==> src/rtl/header_nonce_feeder_pkg.sv <==
// Shared constants and FSM encoding for the header/nonce feeder ahead of the miner core.
package header_nonce_feeder_pkg;

  localparam int DEF_AXIS_WIDTH   = 32;
  localparam int DEF_HEADER_WORDS = 20;
  localparam int DEF_LOAD_WORDS   = 21;
  localparam int NONCE_WORD_IDX   = DEF_HEADER_WORDS - 1;
  localparam int IDX_W            = 5;

  typedef enum logic [1:0] {
    ST_IDLE  = 2'd0,
    ST_LOAD  = 2'd1,
    ST_DRAIN = 2'd2,
    ST_SEND  = 2'd3
  } feeder_state_t;

endpackage

==> src/rtl/header_nonce_feeder.sv <==
// Purpose: take one load frame (template + nonce range) and emit one header frame per nonce.
// Latency: first header word valid 1 cycle after the last accepted load word.
// Backpressure: m_axis holds word/data while tready is low; s_axis accepts only in LOAD/DRAIN.
module header_nonce_feeder
  import header_nonce_feeder_pkg::*;
#(
  parameter int C_AXIS_TDATA_WIDTH = DEF_AXIS_WIDTH,
  parameter int HEADER_WORDS       = DEF_HEADER_WORDS,
  parameter int LOAD_WORDS         = DEF_LOAD_WORDS
) (
  input  logic                            clk,
  input  logic                            reset,
  input  logic [C_AXIS_TDATA_WIDTH-1:0]   s_axis_tdata,
  input  logic                            s_axis_tvalid,
  input  logic                            s_axis_tlast,
  output logic                            s_axis_tready,
  output logic [C_AXIS_TDATA_WIDTH-1:0]   m_axis_tdata,
  output logic                            m_axis_tvalid,
  output logic                            m_axis_tlast,
  output logic [C_AXIS_TDATA_WIDTH/8-1:0] m_axis_tstrb,
  input  logic                            m_axis_tready,
  input  logic                            abort,
  output logic                            busy,
  output logic                            done,
  output logic                            load_err,
  output logic [C_AXIS_TDATA_WIDTH-1:0]   cur_nonce
);

  localparam int TMPL_WORDS = HEADER_WORDS - 1;
  localparam logic [IDX_W-1:0] NONCE_IDX = IDX_W'(NONCE_WORD_IDX);
  localparam logic [IDX_W-1:0] LAST_WORD = IDX_W'(HEADER_WORDS - 1);
  localparam logic [IDX_W-1:0] START_IDX = IDX_W'(LOAD_WORDS - 2);
  localparam logic [IDX_W-1:0] END_IDX   = IDX_W'(LOAD_WORDS - 1);

  feeder_state_t state_q, state_d;

  logic [C_AXIS_TDATA_WIDTH-1:0] tmpl [0:TMPL_WORDS-1];
  logic [C_AXIS_TDATA_WIDTH-1:0] nonce_start_q;
  logic [C_AXIS_TDATA_WIDTH-1:0] nonce_end_q;
  logic [C_AXIS_TDATA_WIDTH-1:0] nonce_q;
  logic [IDX_W-1:0]              load_idx_q;
  logic [IDX_W-1:0]              word_idx_q;
  logic                          abort_q;
  logic                          done_q;
  logic                          load_err_q;

  logic s_hs;
  logic m_hs;
  logic frame_end;
  logic abort_any;
  logic sweep_end;
  logic done_d;
  logic load_err_d;

  assign s_axis_tready = (state_q == ST_LOAD) || (state_q == ST_DRAIN);
  assign m_axis_tvalid = (state_q == ST_SEND);
  assign m_axis_tlast  = (state_q == ST_SEND) && (word_idx_q == LAST_WORD);
  assign m_axis_tstrb  = '1;
  assign m_axis_tdata  = (state_q != ST_SEND)  ? '0 :
                         (word_idx_q < NONCE_IDX) ? tmpl[word_idx_q] : nonce_q;

  assign s_hs      = s_axis_tvalid && s_axis_tready;
  assign m_hs      = m_axis_tvalid && m_axis_tready;
  assign frame_end = m_hs && m_axis_tlast;
  assign abort_any = abort || abort_q;
  // An abort raised during the final word still counts for that frame boundary.
  assign sweep_end = (nonce_q == nonce_end_q) || abort_any;

  assign busy      = (state_q != ST_IDLE);
  assign done      = done_q;
  assign load_err  = load_err_q;
  assign cur_nonce = nonce_q;

  always_comb begin
    state_d    = state_q;
    done_d     = 1'b0;
    load_err_d = 1'b0;
    case (state_q)
      ST_IDLE: begin
        if (s_axis_tvalid) state_d = ST_LOAD;
      end
      ST_LOAD: begin
        if (abort_any) begin
          state_d = ST_IDLE;
        end else if (s_hs) begin
          if (load_idx_q == END_IDX) begin
            state_d = s_axis_tlast ? ST_SEND : ST_DRAIN;
          end else if (s_axis_tlast) begin
            state_d    = ST_IDLE;
            load_err_d = 1'b1;
          end
        end
      end
      ST_DRAIN: begin
        if (abort_any)                  state_d = ST_IDLE;
        else if (s_hs && s_axis_tlast)  state_d = ST_SEND;
      end
      ST_SEND: begin
        if (frame_end && sweep_end) begin
          state_d = ST_IDLE;
          done_d  = 1'b1;
        end
      end
      default: state_d = ST_IDLE;
    endcase
  end

  always_ff @(posedge clk or posedge reset) begin
    if (reset) state_q <= ST_IDLE;
    else       state_q <= state_d;
  end

  always_ff @(posedge clk or posedge reset) begin
    if (reset) begin
      for (int i = 0; i < TMPL_WORDS; i++) tmpl[i] <= '0;
      nonce_start_q <= '0;
      nonce_end_q   <= '0;
      nonce_q       <= '0;
      load_idx_q    <= '0;
      word_idx_q    <= '0;
      abort_q       <= 1'b0;
      done_q        <= 1'b0;
      load_err_q    <= 1'b0;
    end else begin
      done_q     <= done_d;
      load_err_q <= load_err_d;
      abort_q    <= (state_d != ST_IDLE) &&
                    (abort_q || (abort && (state_q != ST_IDLE)));

      if (state_q == ST_IDLE) begin
        load_idx_q <= '0;
      end else if ((state_q == ST_LOAD) && s_hs) begin
        load_idx_q <= load_idx_q + 1'b1;
        if (load_idx_q < NONCE_IDX) tmpl[load_idx_q] <= s_axis_tdata;
        if (load_idx_q == START_IDX) nonce_start_q <= s_axis_tdata;
        if (load_idx_q == END_IDX)   nonce_end_q   <= s_axis_tdata;
      end

      // nonce_start was captured on an earlier handshake, so it is settled here.
      if ((state_d == ST_SEND) && (state_q != ST_SEND)) begin
        nonce_q <= nonce_start_q;
      end else if (frame_end && !sweep_end) begin
        nonce_q <= nonce_q + 1'b1;
      end

      if (m_hs) begin
        word_idx_q <= m_axis_tlast ? '0 : word_idx_q + 1'b1;
      end
    end
  end

endmodule

==> config.mk <==
export PLATFORM = sky130hd
export DESIGN_NAME = header_nonce_feeder
export DESIGN_NICKNAME = d
export VERILOG_FILES = /design/src/rtl/header_nonce_feeder_pkg.sv /design/src/rtl/header_nonce_feeder.sv
export SDC_FILE = /design/constraint.sdc
export NUM_CORES = 2
export LEC_CHECK = 0
export ABC_AREA = 1
export BUFFER_PORTS_ARGS = -buffer_cell sky130_fd_sc_hd__buf_2
export CAP_MARGIN = 5
export CORE_UTILIZATION = 60
export CTS_BUF_LIST = sky130_fd_sc_hd__clkbuf_4 sky130_fd_sc_hd__clkbuf_8 sky130_fd_sc_hd__clkbuf_16
export DETAILED_ROUTE_END_ITERATION = 10
export PLACE_DENSITY_LB_ADDON = 0.15
export SYNTH_ARGS = -nofsm -noshare
export SYNTH_HDL_FRONTEND = slang
export SYNTH_SLANG_ARGS = --single-unit
export TNS_END_PERCENT = 50
==> constraint.sdc <==
create_clock -name clk -period 55.3 [get_ports clk]
set_input_delay 5.53 -clock clk [delete_from_list [all_inputs] [get_ports clk]]
set_output_delay 5.53 -clock clk [all_outputs]
set_load 0.02 [all_outputs]
=== Word-level counts from Yosys, hierarchy flattened ===
Cells that the tools add are included.

* Register bits after elaboration: 719
* Latch bits: 0
* RAM bits: 0
* Memory bits (read-only): 0
* Bits of input ports: 38
* Output and inout bits: 74
* Memories: 0

* $add $sub $neg: 3
* Multiply operators: 0
* Div/mod/pow operators: 0
* Magnitude comparators: 5
* Equality and inequality tests: 9
* Shift-type cells: 0
* Mux-type cells: 30
* Bitwise operators: 3
* Reduce and logical (&&, ||, !) cells: 25

{| class="wikitable"
|+ Operator list
! operator !! number
|-
| $bwmux 608 || 1
|-
| $mux 32 || 7
|-
| $bmux 32 s5 || 1
|-
| $demux 32 s5 || 1
|-
| $add 32x1->32 const B || 1
|-
| $eq 32x32->1 || 1
|-
| $mux 2 || 8
|-
| $eq 5x5->1 const B || 3
|-
| $mux 5 || 3
|-
| $ge 6x6->1 const B || 2
|-
| $logic_and 1x1->1 || 12
|-
| $not 5->6 || 2
|-
| $add 5x1->5 const B || 2
|-
| $lt 5x5->1 const B || 2
|-
| $reduce_and 3->1 || 3
|-
| $mux 1 || 8
|-
| $pmux 2 s4 || 1
|-
| $reduce_bool 2->1 || 4
|-
| $eq 2x2->1 const B || 3
|-
| $lt 6x1->1 const B || 1
|-
| $logic_or 1x1->1 || 4
|-
| $eq 2x1->1 const B || 1
|-
| $logic_not 2->1 || 1
|-
| $ne 2x2->1 const B || 1
|-
| 2 further kinds || 2
|}

=== Depth between registers and ports, before layout ===
* Depth after elaboration: 10
* Depth in mapped cells: 20
* Gate-level depth less buffers: 18

=== Least setup slack after synthesis ===
No wires, ideal clock.

* Kind: reg2out
* Start: register word_idx_q[0]
* End: output m_axis_tdata[11]
* Arrival: 1948 ps
* Data required time: 49770 ps
* Path slack: 47822 ps
* Stages on the path, launching flop included: 13
* Path buffers: 3
* Cell sequence: dfrtp_1 buf_2 inv_2 nand2_1 inv_2 buf_2 clkbuf_1 a22oi_1 o31ai_1 nand2_1 nand3_1 nand2_1 a31oi_1

* Cells in the longest elaborated chain, start to end: 6

{| class="wikitable"
|+ Ends and longest elaborated chain
! what !! RTL line !! text
|-
| from (decl) || header_nonce_feeder.sv:42 || <nowiki>logic [IDX_W-1:0] word_idx_q;</nowiki>
|-
| from (signal assigned) || header_nonce_feeder.sv:147 || <nowiki>word_idx_q <= m_axis_tlast ? '0 : word_idx_q + 1'b1;</nowiki>
|-
| $not 5->6 (not written as such) || header_nonce_feeder.sv:60 || <nowiki>(word_idx_q < NONCE_IDX) ? tmpl[word_idx_q] : nonce_q;</nowiki>
|-
| $bmux 32 s5 || header_nonce_feeder.sv:60 ||
|-
| $mux 32 (not written as such) (2 in a row) || header_nonce_feeder.sv:60 ||
|-
| $mux 32 * || header_nonce_feeder.sv:60 ||
|-
| $mux 32 * || header_nonce_feeder.sv:59 || <nowiki>assign m_axis_tdata = (state_q != ST_SEND) ? '0 :</nowiki>
|-
| to (decl) || header_nonce_feeder.sv:17 || <nowiki>output logic [C_AXIS_TDATA_WIDTH-1:0] m_axis_tdata,</nowiki>
|}

Mark *: on every way between the ends. The rest lies on a longest branch, timed or not. The select of a mux whose other input is x is not followed.

=== Worst setup path after layout ===
* Start: register word_idx_q[0]
* End: output m_axis_tdata[6]

Same word-level chain as after synthesis.

==> results.cfg <==
[outcome]
status = finished, final reports clean

[sta]
hold-worst-slack_ns = 0.480
post-route-period-util = 0.193
drv_slew = 0
fmax_mhz = 93.9
setup_viol_count_final = 0
fin_tns_setup_ns = 0
relSlewSlack = 0.161
final-hold-violation-count = 0
period_minus_slack_ns = 10.65
finalClockSkew_ns = 0.0180
rsz0062_at_grt = no
worst_slew_pin_slew_ns = 1.26

[critical_path]
worstSetupEndpointType = output port
start_kind = flop
r2r-end = cur_nonce[10]$_DFFE_PP0P_
worstRegToRegCells = 14
worst_ep_arrival_time_ns = 5.12
r2r_start = word_idx_q[4]$_DFFE_PP0P_
worst-r2r-setup-slack_ns = 50.66
path_class = reg -> out
required_ns = 49.77
worst-path-max-fanout = 87

[power_and_ir_drop]
vdd_ir_drop_max_mv = 0.0272
power.density_nw_per_um2 = 33.3
leakagePower_nw = 16.7

[detailed_routing]
drtIter0Drc = 2964
dr_wl_met2_um = 44200
wl_um = 97500
first_pass_iters = 5
met1_length_um = 41200
dr.max_layer_used = met4
wl_met3_um = 7710
wire_per_inst_um = 21.3
vias = 28000
drt.antenna.violating_nets = 0
via_per_inst = 6.11
drc = 0

[global_route]
grt_usage = 0.353
grt_pass1_vias = 26500
grt_pass1_wl_um = 153000
grt_overflow = 0
grt_antenna_before_repair = 0
grt_max_degree = 167

[floorplan]
dieArea_um2 = 56200
core_um2 = 54200
io_pins = 112
rows = 85
start_util = 0.611
die_h_um = 237
die_x_um = 237

[clock_tree]
clock_latency_ns = 0.63
cts_made_buffers = 75
cts-root-buf = clkbuf_16
cts_tree = built
cts.repair.resized = 0
cts_hold_buf = 0
clock_sinks = 719
clk_pin_slew_worst_paths_ns = 0.06
htreeDepth = 3
postCtsSetupRepairBufs = 0
ctsLongestPathBuffers = 3

[cells_and_area]
diodes = 0
drive_above_1_share = 0.0936
syn_to_final_growth_pct = 9.20
finalNetCount = 3869

[logic_synthesis]
synth_area_leaders = dfrtp_1 54%, nand2_1 12%, o21ai_0 9.4%
yosys_register_bits = 719
avgSynthCellArea_um2 = 8.43
yosys.area.top_type = dfrtp_1
synth_edf_count = 0
syn_inst = 3930
synth_flop_cell = dfrtp_1
synth_area_um2 = 33100
ys_types = 42
yosysWarnings = 0
synth_commonest_cells = 1023 x nand2_1, 719 x dfrtp_1, 623 x o21ai_0
synthArstFlopShare = 1.00
post-synth-top-count-cell = nand2_1
synth_top_area_share = 0.543
seq_area_frac_synth = 0.543

[hold_path]
hold_end = nonce_start_q[10]$_DFFE_PP0P_
hold_path.class = reg -> reg
min_from = nonce_start_q[10]$_DFFE_PP0P_
min_delay_path_depth = 2

[flow_run]
cap_violations = 0

[placement]
port_buffers = 107
routabilityCongestion = 0.930
dp_hpwl_um = 54400
routing by layer:
metal | GRT usage | vias up
met2 | 0.543 | 1199
met3 | 0.0604 | 243
met5 | 0 | -
met4 | 0.158 | 0
li1 | - | 12800
met1 | 0.493 | 13700
area by class of cell:
type	instances	area [µm²]
tap	696	871
sequential	719	18000
inverter	138	538
multi-input combinational	2737	13300
clock buffer	119	2420
clock inverter	16	165
fill	4509	18100
timing repair buffer	150	883
worst max-delay path: stages, from the launching register on:
cell and delay (ns):
dfrtp_4 0.72, inv_6 0.66, nand2_1 0.26, inv_6 0.56, buf_4 0.97, a22oi_1 0.14
o31ai_1 0.13, o21ai_0 0.10, o21ai_0 0.23, nand2_1 0.09, a31oi_1 0.31, buf_2 0.24
where the power goes:
part	leakage, nW	switching [mW]	internal (mW)
clock network	1.31	0.210	0.315
logic	5.43	0.0674	0.0300
registers	9.92	0.0207	0.562
total	16.7	0.298	0.907
cell usage in the layout (no fill, tap or decap), types with 35 or more instances in the layout:
master and n:
a31oi_1 35, buf_4 41, nand4_1 37, dfrtp_1 717, nand3_1 88, inv_1 127, o31ai_1 122, o21ai_0 623
a22oi_1 107, clkbuf_16 81, nand2_1 1014, nor2_1 419, buf_2 107, a21oi_1 66
through the flow:
stage	utilization	instances	setup WS (ns)	power, mW	cell area (µm²)
after detailed placement	0.619	4440	45.38	0.688	33600
final	0.667	4575	44.65	1.21	36200
after global placement	0.619	4440	45.39	0.684	33600
after CTS	0.667	4575	44.68	1.21	36200
after floorplan	-	3933	29.60	0.663	33100
after global routing	0.667	4575	44.32	1.25	36200
worst max-delay path by stage:
stage                         startpoint           endpoint  slack, ns
2_1_floorplan                      reset  abort_q$_DFF_PP0_      29.60
3_3_place_gp   word_idx_q[0]$_DFFE_PP0P_    m_axis_tdata[6]      45.39
3_5_place_dp   word_idx_q[0]$_DFFE_PP0P_    m_axis_tdata[6]      45.38
4_1_cts        word_idx_q[0]$_DFFE_PP0P_    m_axis_tdata[6]      44.68
5_1_grt        word_idx_q[0]$_DFFE_PP0P_    m_axis_tdata[6]      44.32
6_report       word_idx_q[0]$_DFFE_PP0P_    m_axis_tdata[6]      44.65
state kept, by name, summed over array words and instances, names as in the netlist:
| register | cells |
|---|---|
| tmpl | 608 |
| cur_nonce | 32 |
| nonce_end_q | 32 |
| nonce_start_q | 32 |
| load_idx_q | 5 |
| word_idx_q | 5 |
| state_q | 2 |
| abort_q | 1 |
| done | 1 |
| load_err | 1 |
cell families (layout without fill, tap and decap cells):
kind of cell / count (synthesis) / in the layout / synth area share
AND/OR/NAND/NOR: 1645 / 1645 / 0.203
AO/OA/AOI/OAI: 1022 / 1022 / 0.177
flip-flops: 719 / 719 / 0.543
buffers and inverters: 477 / 423 / 0.0586
XOR/XNOR: 56 / 56 / 0.0148
adder cells (fa/ha/maj): 10 / 10 / 0.00378
other: 1 / 4 / 0.000113
Note: power is estimated with default switching activity, not from simulation.
